File: src/rtl/piso_serializer_16b_pkg.sv
// rtl/piso_serializer_16b_pkg.sv - shared types and defaults for the PISO serializer
package serializer_pkg;

  typedef enum logic [1:0] {
    IDLE  = 2'd0,
    SHIFT = 2'd1,
    DONE  = 2'd2
  } ser_state_t;

  localparam int SER_WIDTH        = 16;
  localparam int SER_CLKS_PER_BIT = 4;

  // Counter width that stays at least one bit for degenerate counts
  function automatic int ser_cnt_w(input int n);
    return (n > 1) ? $clog2(n) : 1;
  endfunction

endpackage

File: src/rtl/piso_serializer_16b_bit_tick_gen.sv
// rtl/piso_serializer_16b_bit_tick_gen.sv - bit-period divider, one-cycle tick on terminal count
module bit_tick_gen
  import serializer_pkg::*;
#(
  parameter int CLKS_PER_BIT = SER_CLKS_PER_BIT
) (
  input  logic clk,
  input  logic rst_n,
  input  logic clear,
  input  logic en,
  output logic tick
);

  localparam int DW = ser_cnt_w(CLKS_PER_BIT);

  logic [DW-1:0] div;

  // With CLKS_PER_BIT=1 the counter never leaves zero, so every enabled cycle ticks
  assign tick = en && (div == DW'(CLKS_PER_BIT - 1));

  always_ff @(posedge clk or negedge rst_n) begin
    if (!rst_n) begin
      div <= '0;
    end else if (clear || tick) begin
      div <= '0;
    end else if (en) begin
      div <= div + DW'(1);
    end
  end

endmodule

File: src/rtl/piso_serializer_16b.sv
// rtl/piso_serializer_16b.sv - parallel-in / serial-out transmitter, MSB first
module piso_serializer_16b
  import serializer_pkg::*;
#(
  parameter int WIDTH        = SER_WIDTH,
  parameter int CLKS_PER_BIT = SER_CLKS_PER_BIT
) (
  input  logic                     clk,
  input  logic                     rst_n,
  input  logic                     load_valid,
  input  logic [WIDTH-1:0]         D,
  output logic                     load_ready,
  output logic                     sout,
  output logic                     sout_valid,
  output logic [$clog2(WIDTH)-1:0] bit_idx,
  output logic                     done
);

  localparam int BW = $clog2(WIDTH);

  ser_state_t     state;
  logic [WIDTH-1:0] shreg;
  logic [BW-1:0]  bit_cnt;
  logic           tick;

  bit_tick_gen #(
    .CLKS_PER_BIT(CLKS_PER_BIT)
  ) u_tick (
    .clk  (clk),
    .rst_n(rst_n),
    .clear(state != SHIFT),
    .en   (state == SHIFT),
    .tick (tick)
  );

  // The shift register drains to zero, but gate anyway so idle/done never leak data
  assign sout = sout_valid & shreg[WIDTH-1];

  always_ff @(posedge clk or negedge rst_n) begin
    if (!rst_n) begin
      state      <= IDLE;
      shreg      <= '0;
      bit_cnt    <= '0;
      load_ready <= 1'b1;
      sout_valid <= 1'b0;
      bit_idx    <= '0;
      done       <= 1'b0;
    end else begin
      case (state)
        IDLE: begin
          if (load_valid) begin
            shreg      <= D;
            bit_cnt    <= '0;
            state      <= SHIFT;
            load_ready <= 1'b0;
            sout_valid <= 1'b1;
            bit_idx    <= BW'(WIDTH - 1);
          end
        end
        SHIFT: begin
          if (tick) begin
            shreg <= {shreg[WIDTH-2:0], 1'b0};
            if (bit_cnt == BW'(WIDTH - 1)) begin
              state      <= DONE;
              sout_valid <= 1'b0;
              bit_idx    <= '0;
              done       <= 1'b1;
            end else begin
              bit_cnt <= bit_cnt + BW'(1);
              bit_idx <= bit_idx - BW'(1);
            end
          end
        end
        DONE: begin
          state      <= IDLE;
          done       <= 1'b0;
          load_ready <= 1'b1;
        end
        default: begin
          state      <= IDLE;
          load_ready <= 1'b1;
          sout_valid <= 1'b0;
          done       <= 1'b0;
        end
      endcase
    end
  end

endmodule

File: config.mk
export PLATFORM = sky130hd
export DESIGN_NAME = piso_serializer_16b
export DESIGN_NICKNAME = d
export VERILOG_FILES = /design/src/rtl/piso_serializer_16b_pkg.sv /design/src/rtl/piso_serializer_16b_bit_tick_gen.sv /design/src/rtl/piso_serializer_16b.sv
export SDC_FILE = /design/constraint.sdc
export NUM_CORES = 1
export LEC_CHECK = 0
export ABC_AREA = 1
export BUFFER_PORTS_ARGS = -buffer_cell sky130_fd_sc_hd__buf_2
export CAP_MARGIN = 20
export CORE_MARGIN = 10
export CORE_UTILIZATION = 30
export DETAILED_ROUTE_END_ITERATION = 10
export PLACE_DENSITY = 0.56
export SLEW_MARGIN = 15
export SYNTH_ARGS = -nofsm -noshare
export SYNTH_HDL_FRONTEND = slang
export SYNTH_SLANG_ARGS = --single-unit
export TNS_END_PERCENT = 10
File: constraint.sdc
create_clock -name clk -period 3.5 [get_ports clk]
set_input_delay 0.875 -clock clk [delete_from_list [all_inputs] [get_ports clk]]
set_output_delay 0.875 -clock clk [all_outputs]
set_load 0.005 [all_outputs]
==> results.txt <==
CTS resizes: 0
Slowest-stage cell, CP: nand2_2
Max Fclk: 0.510 GHz
hold buffer count at cts: 0
endpoints failing hold: 0
Vias/cell: 4.40
post-synthesis net count: 200
Max Clock Skew: 4.22 ps
global placement routability congestion: 0.787
final WL: 3.26 mm
share of cells above drive strength 1: 31.7%
Synth top cells by count: 35 x nand2_1, 30 x dfrtp_1, 30 x inv_1, 10 x o21ai_2
Non-Filler Instances: 275
Worst-Margin Slew: 903 ps
Mapped Area: 1620 sq um
Avg Inst Size Synth: 9.10 sq um
antenna viol nets, final: 0
register area share after synthesis: 48.0%
Post-Route Setup TNS: 0 ps
Final HPWL DP: 2.34 mm
synth top area cells: dfrtp_1 46%, nand2_1 8.1%, inv_1 7.0%
Setup crit end: bit_cnt[2]
Leak Pwr: 1.06 nW
CTS Root Cell: clkbuf_8
register bit total from synthesis: 31
RR Endpoint: bit_cnt[2]
Worst setup EP type: flip-flop
per-cell routed wire length: 11.8 um
Worst Path Required: 3660 ps
status: finished clean
cells after synthesis: 178
launch point of the critical path: load_valid
clk sinks: 31
routed via count: 1211
CTS tree: built
Yosys cell types: 28
worst-path cell chain: buf_2, nand2_2, nand2_2, nand2_2, nand2_1, o21ai_1
diode count: 0
EDFF count, synth: 0
Post-CTS Setup Inserts: 0
Clk pin slew, worst setup/hold paths: 60 ps
Post-synth ARST share: 100%
minimum clock period: 1960 ps
Overall Global Routing Usage: 7.92%
crit path DAT: 2120 ps
min-delay worst type: reg2reg
startpoint type of the worst setup path: input pin
P&R area growth vs syn: 16.0%
Port Buffers: 26
FF-to-FF Start: state[0]
Die Y: 93.5 um
RSZ-0062 raised after global routing: no
DP Area: 1780 sq um
Max VDD drop: 0.169 mV
Yosys Warn Count: 0
Critical Path Max Stage Delay: 670 ps
cells on worst reg2reg path: 6
largest net degree at the start of global routing: 39
top-count cell post-synth: nand2_1
clk buf depth: 2
Power Density: 366 nW/um^2
count of pins over their slew limit: 0
# DRC: 0
CP Depth: 6
CTS Buf Count: 5
Buf/Inv on CP: 1
Post-Place Cells: 267
Max Cap Viol: 0
cell mode on critical path: nand2_2
H-tree lvl count: 2
area share of the largest cell type after synthesis: 46.4%
GRT overflow: 0
DRT Pass-1 Iters: 4
DR iter-0 viols: 38
Slew Limit Headroom: 39.6%
Final setup viols: 0
Clock Latency Late Sink: 280 ps
initial core utilization: 31.3%
initial antenna violation count: 0
final net count: 226
Die X: 93.5 um
reg2reg setup slack: 1560 ps
CP top delay family: simple AND/OR/NAND/NOR gates
vias in the first global route: 1190
largest area contributor in the netlist: dfrtp_1
Max FO, Critical Path: 38
Core ar.: 5170 sq um
ys flop type: dfrtp_1
Final Cell Area: 1880 sq um
first-pass GRT wire length: 5.53 mm
WS Path Type: in2reg
I/O Pins: 27
final cycle utilization of the critical path: 56.1%
Rows: 26
die area: 8740 sq um
## worst register-to-register path: stages (launching register included)
cell,delay [ps]
dfrtp_1,460
nor2_2,190
nand2_2,90
nand2_2,670
nand2_2,240
nand2_1,120
o21ai_1,60
## state kept, by name, summed over array words and instances, names as in the netlist
| name | flops |
|---|---|
| bit_idx | 4 |
| done | 1 |
| state | 2 |
| bit_cnt | 4 |
| load_ready | 1 |
| shreg | 16 |
| u_tick.div | 2 |
| sout_valid | 1 |
## logic make-up (layout without fill, tap and decap cells)
group	after synthesis	after routing	share of synthesized area, %
simple gates	64	64	17.8
xor+xnor	1	1	0.541
compound gates	40	40	20.3
buf+inv	39	66	11.1
fa+ha+maj	3	3	2.32
flops	31	31	48.0
## how the worst min path moves through the flow
stage	start	end	slack, ps	cells past startpoint
final	u_tick.div[0]	u_tick.div[0]	440	1
after global routing	u_tick.div[0]	u_tick.div[0]	470	1
after CTS	u_tick.div[0]	u_tick.div[0]	440	1
after detailed placement	u_tick.div[0]	u_tick.div[0]	430	1
after global placement	u_tick.div[0]	u_tick.div[0]	420	1
after floorplan	u_tick.div[0]	u_tick.div[0]	410	1
## cell usage in the layout (no fill, tap or decap), types with 2 or more instances in the layout
cell type,n
buf_2,26
clkbuf_8,7
dfrtp_1,30
ha_1,3
inv_1,30
inv_2,2
nand2_1,35
nand2_2,3
nand3_1,8
nand4_1,2
nor2_1,9
o211ai_1,5
o211ai_2,9
o21ai_0,9
o21ai_1,4
o21ai_2,10
or2_2,2
## routing by layer
layer	track usage, %	part of all wire, %
met5	0	0
met4	3.86	1.2
met3	3.52	8.4
met2	11.7	43
met1	9.59	47
## power breakdown
group / switching (W) / internal, W
Clock: 0.000132 / 0.000179
Sequential: 0 / 0.000358
Combinational: 0.0000110 / 0.00000711
## per-stage QoR
step / total power (W) / hold slack, ps / setup WS, ps / utilization, %
2_1_floorplan: 0.000365 / 410 / 1980 / -
3_3_place_gp: 0.000384 / 424 / 1270 / 34.4
3_5_place_dp: 0.000384 / 428 / 1240 / 34.4
4_1_cts: 0.000695 / 437 / 1540 / 36.3
5_1_grt: 0.000714 / 473 / 1380 / 36.3
6_report: 0.000688 / 435 / 1540 / 36.3
## layout make-up
| type | count | area, sq um |
|---|---|---|
| fillers | 535 | 3290 |
| multi-input cells | 108 | 663 |
| clock buffers | 8 | 100 |
| flip-flops and latches | 31 | 777 |
| well taps | 70 | 87.6 |
| inverters | 32 | 120 |
| repair buffers | 26 | 130 |
Power figures use the tool's default switching activity.
